$ cat src/rtl/rotate_req_arbiter.sv
// rotate_req_arbiter
// Round-robin arbiter in front of a shared 4-bit rotate unit. The winning
// request is rotated and captured in a single result register, which is
// presented on a valid/ready response port tagged with the requester index.
// The register can reload on the same cycle it is drained, so a continuously
// ready consumer sees one result per cycle.

module rotate_req_arbiter #(
  parameter int NREQ  = 4,
  parameter int ID_W  = 2,
  parameter int CNT_W = 16
) (
  input  logic                clk_i,
  input  logic                rst_i,
  input  logic [NREQ-1:0]     req_valid_i,
  output logic [NREQ-1:0]     req_ready_o,
  input  logic [NREQ*4-1:0]   req_data_i,
  input  logic [NREQ*2-1:0]   req_shift_i,
  input  logic [NREQ-1:0]     req_dir_i,
  output logic                rsp_valid_o,
  input  logic                rsp_ready_i,
  output logic [3:0]          rsp_data_o,
  output logic [ID_W-1:0]     rsp_id_o,
  output logic [CNT_W-1:0]    accept_cnt_o
);

  typedef enum logic [0:0] {
    EMPTY = 1'b0,
    FULL  = 1'b1
  } state_e;

  state_e            state_q, state_d;
  logic [ID_W-1:0]   rr_ptr_q, rr_ptr_d;
  logic [3:0]        rsp_data_q, rsp_data_d;
  logic [ID_W-1:0]   rsp_id_q, rsp_id_d;
  logic [CNT_W-1:0]  cnt_q, cnt_d;

  logic              gnt_found_s;
  logic [ID_W-1:0]   gnt_idx_s;
  logic [ID_W:0]     scan_sum_s;
  logic [ID_W-1:0]   scan_idx_s;
  logic [NREQ-1:0]   grant_s;
  logic              can_load_s;
  logic              transfer_s;
  logic [3:0]        operand_s;
  logic [1:0]        shift_s;
  logic              dir_s;
  logic [3:0]        rotated_s;

  // Rotate a nibble; a right rotate by s is a left rotate by (4 - s) mod 4.
  function automatic logic [3:0] rot4(input logic [3:0] d, input logic [1:0] s, input logic dir);
    logic [1:0] left_amt;
    left_amt = dir ? (2'd0 - s) : s;
    case (left_amt)
      2'd0:    rot4 = d;
      2'd1:    rot4 = {d[2:0], d[3]};
      2'd2:    rot4 = {d[1:0], d[3:2]};
      2'd3:    rot4 = {d[0], d[3:1]};
      default: rot4 = d;
    endcase
  endfunction

  // Scan requesters starting at rr_ptr and pick the first valid one.
  always_comb begin
    gnt_found_s = 1'b0;
    gnt_idx_s   = '0;
    scan_sum_s  = '0;
    scan_idx_s  = '0;
    for (int k = 0; k < NREQ; k++) begin
      scan_sum_s = {1'b0, rr_ptr_q} + (ID_W+1)'(k);
      if (scan_sum_s >= (ID_W+1)'(NREQ)) begin
        scan_sum_s = scan_sum_s - (ID_W+1)'(NREQ);
      end else begin
        scan_sum_s = scan_sum_s;
      end
      scan_idx_s = scan_sum_s[ID_W-1:0];
      if (!gnt_found_s && req_valid_i[scan_idx_s]) begin
        gnt_found_s = 1'b1;
        gnt_idx_s   = scan_idx_s;
      end else begin
        gnt_found_s = gnt_found_s;
      end
    end
  end

  // One-hot grant vector from the selected index.
  always_comb begin
    grant_s = '0;
    if (gnt_found_s) begin
      grant_s[gnt_idx_s] = 1'b1;
    end else begin
      grant_s = '0;
    end
  end

  // Only the granted lane is read, so junk on other lanes cannot leak out.
  assign operand_s = req_data_i[{gnt_idx_s, 2'b00} +: 4];
  assign shift_s   = req_shift_i[{gnt_idx_s, 1'b0} +: 2];
  assign dir_s     = req_dir_i[gnt_idx_s];
  assign rotated_s = rot4(operand_s, shift_s, dir_s);

  assign can_load_s = (state_q == EMPTY) | rsp_ready_i;
  assign transfer_s = gnt_found_s & can_load_s & ~rst_i;

  // Accept handshake: held low during reset and while the result is stalled.
  always_comb begin
    req_ready_o = '0;
    if (rst_i) begin
      req_ready_o = '0;
    end else begin
      req_ready_o = grant_s & {NREQ{can_load_s}};
    end
  end

  // Next-state for the result-register FSM, datapath and round-robin pointer.
  always_comb begin
    state_d    = state_q;
    rr_ptr_d   = rr_ptr_q;
    rsp_data_d = rsp_data_q;
    rsp_id_d   = rsp_id_q;
    cnt_d      = cnt_q;

    case (state_q)
      EMPTY: begin
        if (transfer_s) begin
          state_d = FULL;
        end else begin
          state_d = EMPTY;
        end
      end
      FULL: begin
        if (rsp_ready_i && !transfer_s) begin
          state_d = EMPTY;
        end else begin
          state_d = FULL;
        end
      end
      default: state_d = EMPTY;
    endcase

    if (transfer_s) begin
      rsp_data_d = rotated_s;
      rsp_id_d   = gnt_idx_s;
      if (gnt_idx_s == ID_W'(NREQ - 1)) begin
        rr_ptr_d = '0;
      end else begin
        rr_ptr_d = gnt_idx_s + ID_W'(1);
      end
      if (cnt_q != {CNT_W{1'b1}}) begin
        cnt_d = cnt_q + CNT_W'(1);
      end else begin
        cnt_d = cnt_q;
      end
    end else begin
      rsp_data_d = rsp_data_q;
    end
  end

  // State and output registers with synchronous reset.
  always_ff @(posedge clk_i) begin
    if (rst_i) begin
      state_q    <= EMPTY;
      rr_ptr_q   <= '0;
      rsp_data_q <= 4'd0;
      rsp_id_q   <= '0;
      cnt_q      <= '0;
    end else begin
      state_q    <= state_d;
      rr_ptr_q   <= rr_ptr_d;
      rsp_data_q <= rsp_data_d;
      rsp_id_q   <= rsp_id_d;
      cnt_q      <= cnt_d;
    end
  end

  assign rsp_valid_o  = (state_q == FULL);
  assign rsp_data_o   = rsp_data_q;
  assign rsp_id_o     = rsp_id_q;
  assign accept_cnt_o = cnt_q;

endmodule
$ cat config.mk
export PLATFORM = sky130hd
export DESIGN_NAME = rotate_req_arbiter
export DESIGN_NICKNAME = d
export VERILOG_FILES = /design/src/rtl/rotate_req_arbiter.sv
export SDC_FILE = /design/constraint.sdc
export NUM_CORES = 1
export LEC_CHECK = 0
export ABC_AREA = 1
export BUFFER_PORTS_ARGS = -buffer_cell sky130_fd_sc_hd__buf_4
export CORE_MARGIN = 5
export CORE_UTILIZATION = 56
export CTS_CLUSTER_DIAMETER = 60
export CTS_CLUSTER_SIZE = 20
export DETAILED_ROUTE_END_ITERATION = 10
export PLACE_DENSITY = 0.86
export SYNTH_ARGS = -nofsm -noshare
export SYNTH_HDL_FRONTEND = slang
export SYNTH_SLANG_ARGS = --single-unit
$ cat constraint.sdc
create_clock -name clk_i -period 4.2 [get_ports clk_i]
set_clock_uncertainty 0.15 [all_clocks]
set_input_delay 0.42 -clock clk_i [delete_from_list [all_inputs] [get_ports clk_i]]
set_output_delay 0.42 -clock clk_i [all_outputs]
set_load 0.05 [all_outputs]
* Yosys cells after proc, flatten, opt, wreduce, memory -nomap -nowiden
Cells that the tools add are included.
Word-level totals: output and inout bits 27, bits in registers 25, word-level logic and storage cells 81
Cells by class: reductions and logical operators 11, mux-type cells 32, bitwise logic cells 6, eq/ne operators 5, add/subtract/negate cells 10, shift-type cells 2, magnitude comparators 10
Operator list (number):
- $mux 2 | 10
- $add 16x1->16 const B | 1
- $ne 16x16->1 const B | 1
- $pmux 4 s4 | 1
- $shiftx 16x5->4 | 1
- $lt 2x3->1 const B | 5
- $mux 1 | 12
- $bmux 1 s2 | 5
- $ge 3x3->1 const B | 3
- $mux 4 | 2
- $shiftx 8x4->2 | 1
- $sub 2x1->2 const B | 4
- $add 2x2->3 const B | 2
- $eq 2x2->1 const B | 3
- $logic_and 1x1->1 | 5
- $and 4x4->4 | 1
- $logic_not 1->1 | 4
- $add 2x1->3 const B | 1
- $ge 2x3->1 const B | 1
- $add 2x1->2 const B | 1
- $and 1x1->1 | 2
- $demux 1 s2 | 1
- $eq 2x1->1 const B | 1
- $ge 2x1->1 const B | 1
- 6 further kinds | 7

* Longest topological paths before layout
Gate-level depths: netlist of the first run.
depth in word-level cells 21, depth in mapped cells 19, depth with buffers taken out 19

* Least setup slack after synthesis of the first run
Ideal clock, no wire load.
path kind reg-to-output, start register rr_ptr_q[0], end output port req_ready_o[0], arrival 2.101 ns, path slack 1.529 ns, required time 3.630 ns, cell stages (with the launch flop) 14, cell sequence dfxtp_1 buf_6 nand2_1 nand2_2 nand2_1 nand2_2 nor2_1 nor2_2 nand2_4 nand2_8 buf_6 ha_1 inv_1 nor2_1
On the way: word-level cells in the longest chain between the ends 21
RTL lines:
- start, declared | RTL line 33 | logic [ID_W-1:0] rr_ptr_q, rr_ptr_d;
- start signal, assigned | RTL line 169 | rr_ptr_q <= rr_ptr_d;
- branches (longest 18 deep; another with $add 2x1->3)
- $mux 4 * | RTL line 89 | if (gnt_found_s) begin
- $and 4x4->4 * | RTL line 111 | req_ready_o = grant_s & {NREQ{can_load_s}};
- $mux 4 * | RTL line 108 | if (rst_i) begin
- end, declared | RTL line 16 | output logic [NREQ-1:0] req_ready_o,
Every way passes the cells marked *. The select of a mux whose other input is x is not followed.

* Final worst setup path of the first run
start register rr_ptr_q[0], end output port req_ready_o[1]
On the way: word-level cells in the longest chain between the ends 21
RTL lines:
- branches (longest 13 deep; another with $add 2x1->3)
- $mux 2 * | RTL line 77 | if (!gnt_found_s && req_valid_i[scan_idx_s]) begin
- named net gnt_idx_s[0] | RTL line 39 | logic [ID_W-1:0] gnt_idx_s;
- $lt 2x3->1 (implied by the code) or $ge 2x1->1 (tied branches) | RTL line 90 | grant_s[gnt_idx_s] = 1'b1;
- $logic_and 1x1->1 (implied by the code) | RTL line 90
- $mux 1 (implied by the code) | RTL line 90
- $demux 1 s2 * | RTL line 90
- $mux 4 * | RTL line 89
- $and 4x4->4 * | RTL line 111
- $mux 4 * | RTL line 108
Mark *: on every way through the listed nets, which the timed path passes. The select of a mux whose other input is x is not followed.

==> results.py, run 1 <==
metrics = {
    "status": {
        "status": "finished clean",
    },
    "worst_setup_path": {
        "cp.buffers_inverters": 4,
        "cp_cell_sequence": "inv_2 > nand2_1 > nand2_2 > nand2_1 > nand2_2 > nor2_8 > nand3_4 > nand2_4 > nand2_8 > inv_4 > ha_1 > inv_1 > nor2_1 > buf_4",
        "crit_type": "flip-flop to output pin",
        "critPathSlowestCell": "dfxtp_1",
        "cp_max_fo": 20,
        "start_kind": "flip-flop",
        "slowest_delay_ns": 0.67,
        "required_ns": 3.63,
        "end_kind": "output pin",
        "critical-path-top-delay-family": "simple AND/OR/NAND/NOR gates",
        "cp.arrival_ns": 2.69,
    },
    "final_layout": {
        "n_fill_cell": 296,
        "diodes": 0,
        "layout_commonest_cell": "buf_4",
        "mostFrequentLayoutCells": "buf_4, nand2_1, inv_1",
        "post_route_cells_drive_above_1_share_pct": 31.2,
        "layout.nets": 403,
        "final_cells": 408,
        "syn2layout_area_growth_pct": 23.5,
    },
    "run": {
        "cap_viol_max_count": 0,
    },
    "clock_tree": {
        "numCtsBuffers": 3,
        "cts-resized-gates": 0,
        "post-cts-setup-buffer-count": 0,
        "cts_tree": "yes",
        "cts_max_path_buffers": 2,
        "clk_pin_slew_ns": 0.15,
        "h-tree-depth": 1,
        "postCtsHoldBufs": 0,
        "root_buffer": "clkbuf_4",
        "cts.sinks": 25,
        "clock_latency_ns": 0.33,
    },
    "synth": {
        "synthesis.nets": 345,
        "synth_edf_count": 0,
        "netlist_instances": 305,
        "synthArstFlopShare_pct": 0,
        "syn_area_per_cell_um2": 6.66,
        "synth_cell_type_count": 39,
        "netlist_area_mm2": 0.00203,
        "yosys_warnings": 0,
        "synthFlopType": "dfxtp_1",
        "ys_ff_latch": 25,
        "yosysSeqAreaShare_pct": 24.6,
    },
    "timing": {
        "fmax_mhz": 306,
        "worst_pin_slew_ns": 0.510,
        "hold_violations": 0,
        "rsz0062_at_grt": "false",
        "fin_crit_sh_pct": 77.7,
        "fin_setup_tns_ns": 0,
        "setup_viol": 0,
        "maxSlewHeadroom_pct": 65.9,
        "setup_slack_ns": 0.935,
        "min_period_ns": 3.26,
        "maxSlewViolCount": 0,
    },
    "route": {
        "routedWlPerCell_um": 11.4,
        "route.detailed.drc": 0,
        "dr.pass1.iters": 6,
        "vias": 2115,
        "antenna_left": 0,
        "via_per_inst": 5.18,
        "drt_iter0_markers": 103,
        "wl_um": 4650,
    },
    "placed_design": {
        "pre_cts_ws_ns": 1.20,
        "dp.cells": 404,
        "place_congestion": 0.834,
        "dpl.hpwl_um": 3770,
        "port_buffers": 61,
    },
    "grt": {
        "grt_overflow": 0,
        "track_usage_pct": 18.9,
        "grt_pass1_vias": 1893,
        "grt_max_degree": 21,
        "antenna_found_initial": 0,
        "grt_pass1_wl_um": 7850,
    },
    "power": {
        "p_leak_nw": 1.20,
        "p_per_area_mw_per_mm2": 885,
        "max-vdd-ir-drop_uv": 620,
        "power_mw": 2.22,
    },
    "floorplanning": {
        "rows": 21,
        "die_x_um": 70.2,
        "initial_utilization_pct": 59.5,
        "die-height_um": 70.2,
        "core_area_mm2": 0.00342,
        "io_pins": 62,
        "dieArea_mm2": 0.00493,
    },
    "hold_path": {
        "hp-class": "input pin to flip-flop",
    },
}
flip-flops by register name, summed over array words and instances, names as in the netlist:
register      count
rsp_data_o        4
rsp_valid_o       1
rsp_id_o          2
rr_ptr_q          2
accept_cnt_o     16
power by group:
part           internal [mW]  total (mW)  switching, mW
sequential             0.272       0.313         0.0406
clock                 0.0365       0.115         0.0782
combinational          0.570        1.79           1.22
total                  0.878        2.22           1.34
layer usage:
metal | global-route usage (%) | share of wire (%) | vias up
met2 | 34.4 | 50 | 69
li1 | - | - | 1108
met3 | 2.87 | 6.6 | 2
met1 | 22.3 | 43 | 936
met4 | 5.96 | 0.52 | 0
met5 | 0 | 0 | -
through the flow:
stage	util, %	hold WS (ns)	cell area, um2
finish	73.4	0.213	2510
global route	73.4	0.230	2510
CTS	73.4	0.213	2510
detailed placement	72.6	0.317	2480
global placement	72.6	0.321	2480
floorplan	-	0.346	2030
logic make-up (layout without fill, tap and decap cells):
kind of cell	after synthesis	in the layout	share of synthesized area, %
simple gates	165	165	44.3
xor+xnor	1	1	0.431
compound gates	51	51	14.8
buf+inv	58	115	12.8
fa+ha+maj	5	5	3.08
flops	25	25	24.6
layout make-up:
cell class,instances,area (um2),share of cell area [%]
Tap cell,46,57.6,2.29
Clock buffer,3,22.5,0.898
Inverter,50,191,7.63
Sequential cell,25,500,20.0
Clock inverter,1,7.51,0.299
Multi-Input combinational cell,222,1270,50.7
Timing Repair Buffer,61,458,18.3
worst paths after layout:
check | start | to | slack [ns] | cells past startpoint
worst max-delay path | rr_ptr_q[0] | req_ready_o[1] | 0.94 | 14
worst max register to register | rr_ptr_q[0] | rsp_data_o[2] | 1.20 | 19
worst min register to register | rsp_data_o[0] | rsp_data_o[0] | 0.34 | 2
worst min-delay path | rst_i | rsp_data_o[1] | 0.21 | 2
cells in the mapped netlist (all sizes together) (4+ instances only):
cell type / n / area, um2
a21oi: 20 / 119
buf: 6 / 61.3
dfxtp: 25 / 500
ha: 5 / 62.6
inv: 49 / 186
nand2: 79 / 378
nand3: 30 / 200
nand3b: 4 / 30.0
nand4: 6 / 37.5
nor2: 29 / 130
nor3: 10 / 71.3
o211ai: 4 / 35.0
o21ai: 23 / 119
Power figures use the tool's default switching activity.
==> inputs of run 2 (changes only) <==
--- a/config.mk
+++ b/config.mk
@@ -5,14 +5,14 @@
 export SDC_FILE = /design/constraint.sdc
 export NUM_CORES = 1
 export LEC_CHECK = 0
-export ABC_AREA = 1
+export ABC_AREA = 0
 export BUFFER_PORTS_ARGS = -buffer_cell sky130_fd_sc_hd__buf_4
 export CORE_MARGIN = 5
-export CORE_UTILIZATION = 56
+export CORE_UTILIZATION = 48
 export CTS_CLUSTER_DIAMETER = 60
 export CTS_CLUSTER_SIZE = 20
 export DETAILED_ROUTE_END_ITERATION = 10
-export PLACE_DENSITY = 0.86
+export PLACE_DENSITY = 0.8
 export SYNTH_ARGS = -nofsm -noshare
 export SYNTH_HDL_FRONTEND = slang
 export SYNTH_SLANG_ARGS = --single-unit
==> constraint.sdc (replaced) <==
create_clock -name clk_i -period 3.11 [get_ports clk_i]
set_clock_uncertainty 0.15 [all_clocks]
set_input_delay 0.311 -clock clk_i [delete_from_list [all_inputs] [get_ports clk_i]]
set_output_delay 0.311 -clock clk_i [all_outputs]
set_load 0.05 [all_outputs]
==> run 2 against run 1 <==
  * Count of clock-buffer cells in the layout increased by 1
  * Area after synthesis shrank 25%
  * Wire length is 21% lower
  * Via count decreased by 34%
  * Register-to-register slack got worse by 0.70 ns
  * Critical path type unchanged
  * Largest power group unchanged
==> results.py, run 2 <==
metrics = {
    "status": {
        "status": "finished clean",
    },
    "final_layout": {
        "n_fill_cell": 294,
        "utilization_pct": 67.5,
        "syn2layout_area_growth_pct": 34.7,
        "diodes": 0,
        "final_cell_area_mm2": 0.00206,
        "layout_commonest_cell": "buf_4",
        "largest_reg_flops": 16,
        "post_route_cells_drive_above_1_share_pct": 34.3,
        "multi_input_area_um2": 986,
        "final_cells": 274,
        "layout.nets": 271,
        "mostFrequentLayoutCells": "buf_4, dfxtp_1, mux2i_1",
        "regArea_um2": 500,
    },
    "timing": {
        "fin_hold_ws_ns": 0.155,
        "maxSlewHeadroom_pct": 47.8,
        "fmax_mhz": 377,
        "min_period_ns": 2.65,
        "setup_viol": 0,
        "maxSlewViolCount": 0,
        "hold_violations": 0,
        "setup_slack_ns": 0.458,
        "rsz0062_at_grt": "false",
        "fin_setup_tns_ns": 0,
        "worst_pin_slew_ns": 0.777,
        "fin_crit_sh_pct": 85.3,
    },
    "route": {
        "route.detailed.drc": 0,
        "drt_iter0_markers": 43,
        "routedWlPerCell_um": 13.4,
        "antenna_left": 0,
        "dr.pass1.iters": 4,
        "vias": 1406,
        "via_per_inst": 5.13,
        "wl_um": 3660,
    },
    "worst_setup_path": {
        "cp_max_fo": 7,
        "crit_type": "flip-flop to output pin",
        "end_kind": "output pin",
        "required_ns": 2.65,
        "cp.arrival_ns": 2.19,
        "start_kind": "flip-flop",
    },
    "synth": {
        "netlist_instances": 168,
        "yosysTopAreaCell": "dfxtp_1",
        "synthesis.nets": 208,
        "synth_top_family_by_area": "multiplexers",
        "synth_top_area_share_pct": 32.7,
        "synth_cell_type_count": 37,
        "ys_ff_latch": 25,
        "synthArstFlopShare_pct": 0,
        "syn_area_per_cell_um2": 9.10,
        "yosys_warnings": 0,
        "yosysMostFrequentCell": "dfxtp_1",
        "synthMuxAreaShare_pct": 21.3,
        "synth.top_cells.by_area": "dfxtp_1, mux2i_1, xor2_1",
        "netlist_area_mm2": 0.00153,
        "synthFlopType": "dfxtp_1",
        "synthTopCellsByCount": "dfxtp_1, mux2i_1, nor2_1, nand2_1, xor2_1",
        "synth_compound_area_share_pct": 9.49,
        "synth-simple-area-share_pct": 20.5,
        "synth_edf_count": 0,
        "yosysSeqAreaShare_pct": 32.7,
        "synth-xor-area-share_pct": 9.08,
        "synth_fa_ha_area_share_pct": 4.09,
    },
    "power": {
        "p_per_area_mw_per_mm2": 470,
        "power_mw": 0.969,
        "p_leak_nw": 0.914,
        "max-vdd-ir-drop_uv": 338,
    },
    "placed_design": {
        "place_congestion": 0.775,
        "dp.cells": 270,
        "pre_cts_ws_ns": 0.529,
        "dpl.hpwl_um": 2980,
        "placed_cell_area_mm2": 0.00203,
        "port_buffers": 61,
    },
    "floorplanning": {
        "die_x_um": 66.4,
        "io_pins": 62,
        "rows": 20,
        "core_area_mm2": 0.00305,
        "dieArea_mm2": 0.00441,
        "initial_utilization_pct": 50.1,
        "die-height_um": 66.4,
    },
    "grt": {
        "grt_max_degree": 25,
        "grt_overflow": 0,
        "grt_pass1_wl_um": 6000,
        "track_usage_pct": 17.0,
        "grt_pass1_vias": 1307,
        "antenna_found_initial": 0,
    },
    "run": {
        "cap_viol_max_count": 0,
    },
    "clock_tree": {
        "postCtsHoldBufs": 0,
        "cts_tree": "yes",
        "clk_pin_slew_ns": 0.12,
        "cts.sinks": 25,
        "root_buffer": "clkbuf_4",
        "cts-resized-gates": 0,
        "clock_latency_ns": 0.31,
        "h-tree-depth": 1,
        "cts_max_path_buffers": 2,
        "numCtsBuffers": 3,
        "post-cts-setup-buffer-count": 0,
    },
    "hold_path": {
        "hp-class": "input pin to flip-flop",
    },
}
[run 2: cell count changes in the layout (fill, tap and decap cells not counted), sizes merged, moves of 14 or more]
cell	previous run	this run
nand3	30	3
mux2i	0	22
nand2	79	10
inv	49	5
a21oi	20	6
o21ai	23	9
[run 2: cells by family after synthesis]
group           Yosys count
fa+ha+maj                 5
buf+inv                  10
simple gates             61
mux                      31
xor+xnor                 15
flops                    25
compound gates           21
[run 2: path summary, 6_finish.rpt]
check                   end  slack (ns)         from  cells after the start
min             rsp_valid_o        0.16  rsp_ready_i                      4
min reg2reg     rr_ptr_q[0]        0.35  rr_ptr_q[0]                      2
max          req_ready_o[2]        0.46  rr_ptr_q[1]                      7
max reg2reg   rsp_data_o[0]        0.50  rr_ptr_q[1]                      7
[run 2: area by class of cell]
cell class,count,area share [%]
well taps,44,2.67
multi-input cells,133,47.9
inverters,5,0.911
flip-flops and latches,25,24.3
clock buffers,4,1.28
repair buffers,63,23.0
[run 2: per-layer routing]
layer  track usage, %  up-vias  share of wire, %
li1                 -      716                 -
met1             23.0      660                46
met2             28.3       28                50
met3             3.23        2               3.3
met4             3.05        0              0.60
met5                0        -                 0
[run 2: where the power goes]
group	total, mW	internal, mW	switching (mW)
Sequential	0.374	0.350	0.0236
Clock	0.140	0.0501	0.0902
Combinational	0.454	0.197	0.257
Total	0.969	0.598	0.371
[run 2: critical path: stages (launching register included)]
cell	delay [ns]
dfxtp_1	0.48
mux2i_1	0.21
nor2_1	0.08
a311oi_4	0.45
inv_1	0.15
ha_1	0.20
and2_1	0.13
buf_4	0.18
